<file path="src/rtl/srl_tap_sequencer.sv">
// Sample-buffer sequencer for an 18x32 SRLC32E FIR delay line: shifts each strobed sample
// in, then sweeps taps 0..len newest-first. Optional SRL_OVR_COUNT_EN adds ovr_cnt/ovr_clr.
module srl_tap_sequencer #(
    parameter int W  = 18,
    parameter int AW = 5
) (
    input  logic          clk,
    input  logic          rst,
    input  logic [W-1:0]  din,
    input  logic          dstb,
    input  logic [AW-1:0] len,
    output logic [W-1:0]  sr_d,
    output logic          sr_ce,
    output logic [AW-1:0] sr_a,
    input  logic [W-1:0]  sr_y,
    output logic [W-1:0]  tap,
    output logic          tvld,
    output logic          tfirst,
    output logic          tlast,
    output logic          busy,
    output logic          ovr
`ifdef SRL_OVR_COUNT_EN
   ,input  logic          ovr_clr,
    output logic [7:0]    ovr_cnt
`endif
);

    // state | meaning
    // IDLE  | waiting for a strobe or a pending sample; shift happens here
    // SWEEP | presenting addresses 0..ln to the delay line, one per cycle
    typedef enum logic {IDLE, SWEEP} state_t;

    state_t        state, state_nx;
    logic          pend, pend_nx;
    logic [W-1:0]  pdat, pdat_nx;
    logic [AW-1:0] addr, addr_nx;
    logic [AW-1:0] ln, ln_nx;
    logic          drop;

    always_comb begin
        state_nx = state;
        pend_nx  = pend;
        pdat_nx  = pdat;
        addr_nx  = addr;
        ln_nx    = ln;
        sr_d     = din;
        sr_ce    = 1'b0;
        sr_a     = '0;
        drop     = 1'b0;
        case (state)
            IDLE: begin
                if (pend) begin
                    sr_d     = pdat;
                    sr_ce    = 1'b1;
                    ln_nx    = len;
                    state_nx = SWEEP;
                    addr_nx  = '0;
                    if (dstb) pdat_nx = din;
                    else      pend_nx = 1'b0;
                end else if (dstb) begin
                    sr_ce    = 1'b1;
                    ln_nx    = len;
                    state_nx = SWEEP;
                    addr_nx  = '0;
                end
            end
            SWEEP: begin
                sr_a = addr;
                if (addr == ln) begin
                    state_nx = IDLE;
                    addr_nx  = '0;
                end else begin
                    addr_nx = addr + 1'b1;
                end
                // One-deep holding slot; a second arrival during the sweep is lost
                if (dstb) begin
                    if (!pend) begin
                        pdat_nx = din;
                        pend_nx = 1'b1;
                    end else begin
                        drop = 1'b1;
                    end
                end
            end
            default: state_nx = IDLE;
        endcase
        if (rst) begin
            sr_ce = 1'b0;
            sr_a  = '0;
            drop  = 1'b0;
        end
    end

    always_ff @(posedge clk) begin
        if (rst) begin
            state <= IDLE;
            pend  <= 1'b0;
            pdat  <= '0;
            addr  <= '0;
            ln    <= '0;
        end else begin
            state <= state_nx;
            pend  <= pend_nx;
            pdat  <= pdat_nx;
            addr  <= addr_nx;
            ln    <= ln_nx;
        end
    end

    always_ff @(posedge clk) begin
        if (rst) begin
            tap    <= '0;
            tvld   <= 1'b0;
            tfirst <= 1'b0;
            tlast  <= 1'b0;
        end else if (state == SWEEP) begin
            tap    <= sr_y;
            tvld   <= 1'b1;
            tfirst <= (addr == '0);
            tlast  <= (addr == ln);
        end else begin
            tvld   <= 1'b0;
            tfirst <= 1'b0;
            tlast  <= 1'b0;
        end
    end

    assign ovr  = drop;
    assign busy = (state == SWEEP) | pend;

`ifdef SRL_OVR_COUNT_EN
    // A clear coinciding with a drop leaves that drop counted
    always_ff @(posedge clk) begin
        if (rst)
            ovr_cnt <= '0;
        else if (ovr_clr)
            ovr_cnt <= {7'd0, drop};
        else if (drop && ovr_cnt != 8'hff)
            ovr_cnt <= ovr_cnt + 8'd1;
    end
`endif

endmodule

</file>
<file path="config.mk">
export PLATFORM = sky130hd
export DESIGN_NAME = srl_tap_sequencer
export DESIGN_NICKNAME = d
export VERILOG_FILES = /design/src/rtl/srl_tap_sequencer.sv
export SDC_FILE = /design/constraint.sdc
export NUM_CORES = 1
export LEC_CHECK = 0
export CAP_MARGIN = 30
export CORE_MARGIN = 2
export CORE_UTILIZATION = 46
export DETAILED_ROUTE_END_ITERATION = 6
export PLACE_DENSITY_LB_ADDON = 0.12
export REMOVE_ABC_BUFFERS = 1
export SLEW_MARGIN = 10
export SYNTH_ARGS = -nofsm -noshare
export SYNTH_HDL_FRONTEND = slang
export SYNTH_SLANG_ARGS = --single-unit
</file>
<file path="constraint.sdc">
create_clock -name clk -period 4.5 [get_ports clk]
set_input_delay 1.35 -clock clk [delete_from_list [all_inputs] [get_ports clk]]
set_output_delay 1.35 -clock clk [all_outputs]
set_load 0.02 [all_outputs]
</file>
==> results.cfg <==
[pwr]
vdd_ir_drop_max_mv = 0.181
leakagePower_nw = 1.37
powerDensity_mw_per_mm2 = 338

[floorplanning]
start_util = 0.468
die_area_mm2 = 0.00531
fp.dieW_um = 72.9
rows = 25
die_h_um = 72.9
pin_count = 91
core-area_mm2 = 0.00466

[yosys]
synth_area_leaders = dfxtp_1 47%, mux2i_1 19%, mux2_2 9.3%, nor2_1 8.4%, xnor2_1 2.0%
yosysWarnings = 0
synth_commonest_cells = 51 x dfxtp_1, 49 x nor2_1, 41 x mux2i_1, 18 x mux2_2, 7 x buf_2
ys_seq_area_frac = 0.468
syn_area_mm2 = 0.00218
synth-edff-count = 0
yosys.cell_count.top_type = dfxtp_1
async_flop_share = 0
synthDistinctLibCells = 29
synth_top_area_cell = dfxtp_1
synth_seq_cells = 51
ys.flop_type = dfxtp_1
synth_cells = 215
avgSynthCellArea_um2 = 10.1
yosysTopAreaCellShare = 0.468

[timing]
hold_slack_ps = 496
timing.slew.headroom = 0.430
period_needed_ps = 4240
setup_tns_ps = 0
skew_ps = 5.59
finalMaxSlewViolations = 0
rsz0062_at_grt = no
setup_viol = 0
finalHoldViolations = 0
worst_slew_pin_slew_ps = 855
max_freq_mhz = 236
period_share = 0.942

[critical_path]
cp_data_required_time_ps = 3150
end_kind = primary output
start_kind = primary input
arrival_ps = 2890
path_class = primary input to primary output
critPathMaxFanout = 5

[final_layout]
fin_util = 0.686
insertedDiodeCount = 0
drive_gt1_frac = 0.105
syn2layout_area_growth_pct = 46.5
fin_nets = 349

[route]
drt-total-wl_um = 4460
drc = 0
route.met3.wl_um = 313
wl_per_cell_um = 12.4
firstDrtPassIters = 4
ant_nets = 0
wl_met2_um = 2050
avgViaCountPerCell = 4.94
drt-met1-wl_um = 2040
topRoutingLayerUsed = met4
vias = 1767
drt_iter0_drc = 88

[clocking]
numCtsBuffers = 5
tritoncts = built
cts_resized = 0
root_buffer = clkbuf_8
ctsHoldBuffers = 0
clockBufferDepth = 2
clkTransAtPathRegs_ps = 80
htreeDepth = 2
post_cts.repair.setup_buffers = 0
cts_sinks = 51
insertion_delay_ps = 300

[run_status]
outcome = finished clean

[global_route]
grt-ovfl-total = 0
grtUsageTotal = 0.181
grt_pass1_vias = 1730
antenna_found_initial = 0
grt_pass1_wl_um = 7610
grt_max_degree = 44

[min_path]
hold_path_class = register to register

[placed_design]
gp_congestion = 0.749
io_buffers = 90
dp_hpwl_um = 3210

[run]
max-cap-violations = 0
==> report_power, final <==
group          internal [mW]  switching, mW  leakage (nW)
clock                  0.109          0.140        0.0422
combinational          0.171          0.148         0.908
sequential             0.490         0.0209         0.417
==> through the flow <==
stage	worst slack (ps)	power, mW	cell area, um^2	cells
finish	262	1.08	3200	358
global route	158	1.14	3200	358
CTS	246	1.10	3200	358
detailed placement	252	0.843	3110	350
global placement	260	0.841	3110	350
floorplan	1130	0.698	2110	201
==> worst paths after layout <==
| kind | start | endpoint | slack, ps | depth (start not counted) |
|---|---|---|---|---|
| hold reg to reg | pdat[13] | pdat[13] | 500 | 2 |
| setup reg to reg | state | pdat[9] | 2770 | 5 |
| hold / removal | pdat[13] | pdat[13] | 500 | 2 |
| setup / recovery | rst | sr_a[3] | 260 | 5 |
==> registers in the layout, summed over array words and instances (netlist names) <==
register  cells
addr          5
ln            5
pdat         18
pend          1
state         1
tap          18
tfirst        1
tlast         1
tvld          1
==> worst max-delay path, stage by stage <==
cell and delay, ps:
clkdlybuf4s50_1 450, nand2b_1 240, inv_1 130, and2_1 130
clkdlybuf4s50_1 590
==> per-layer routing <==
layer	vias to the layer above	GRT usage
li1	892	-
met1	813	0.226
met2	57	0.293
met3	5	0.0608
met4	0	0.0617
met5	-	0
==> layout make-up <==
| class | instances | area (um^2) |
|---|---|---|
| Clock buffer | 7 | 76.3 |
| Timing Repair Buffer | 95 | 938 |
| Fill cell | 399 | 1470 |
| Clock inverter | 1 | 5.00 |
| Inverter | 3 | 11.3 |
| Tap cell | 54 | 67.6 |
| Multi-Input combinational cell | 147 | 1080 |
| Sequential cell | 51 | 1020 |
==> logic make-up after synthesis <==
family                   Yosys count  share of synthesized area
AO/OA/AOI/OAI                      9                     0.0338
AND/OR/NAND/NOR                   69                      0.135
flip-flops                        51                      0.468
buffers and inverters             17                     0.0384
XOR/XNOR                           8                     0.0321
multiplexers                      59                      0.281
adder cells (fa/ha/maj)            2                     0.0115
==> layout by cell type, fill, tap and decap left out <==
master and n:
clkdlybuf4s50_1 90, inv_1 3, clkbuf_1 2, nand2_1 4, o21bai_2 1, xnor2_1 5
o21ai_0 1, and2_1 3, mux2i_1 41, dfxtp_1 51, a21o_1 1, clkbuf_8 5
or2_0 1, clkinv_2 1, o221ai_1 1, nand2b_1 2, buf_4 5, a21oi_1 1
nor2_1 49, nor3_1 2, nand3_1 3, xor2_1 3, nand2_2 1, ha_1 2
nand3b_1 1, nor2b_1 2, a22o_1 3, mux2_2 18, or2_2 1, a32o_1 1
Note: power is estimated with default switching activity, not from simulation.
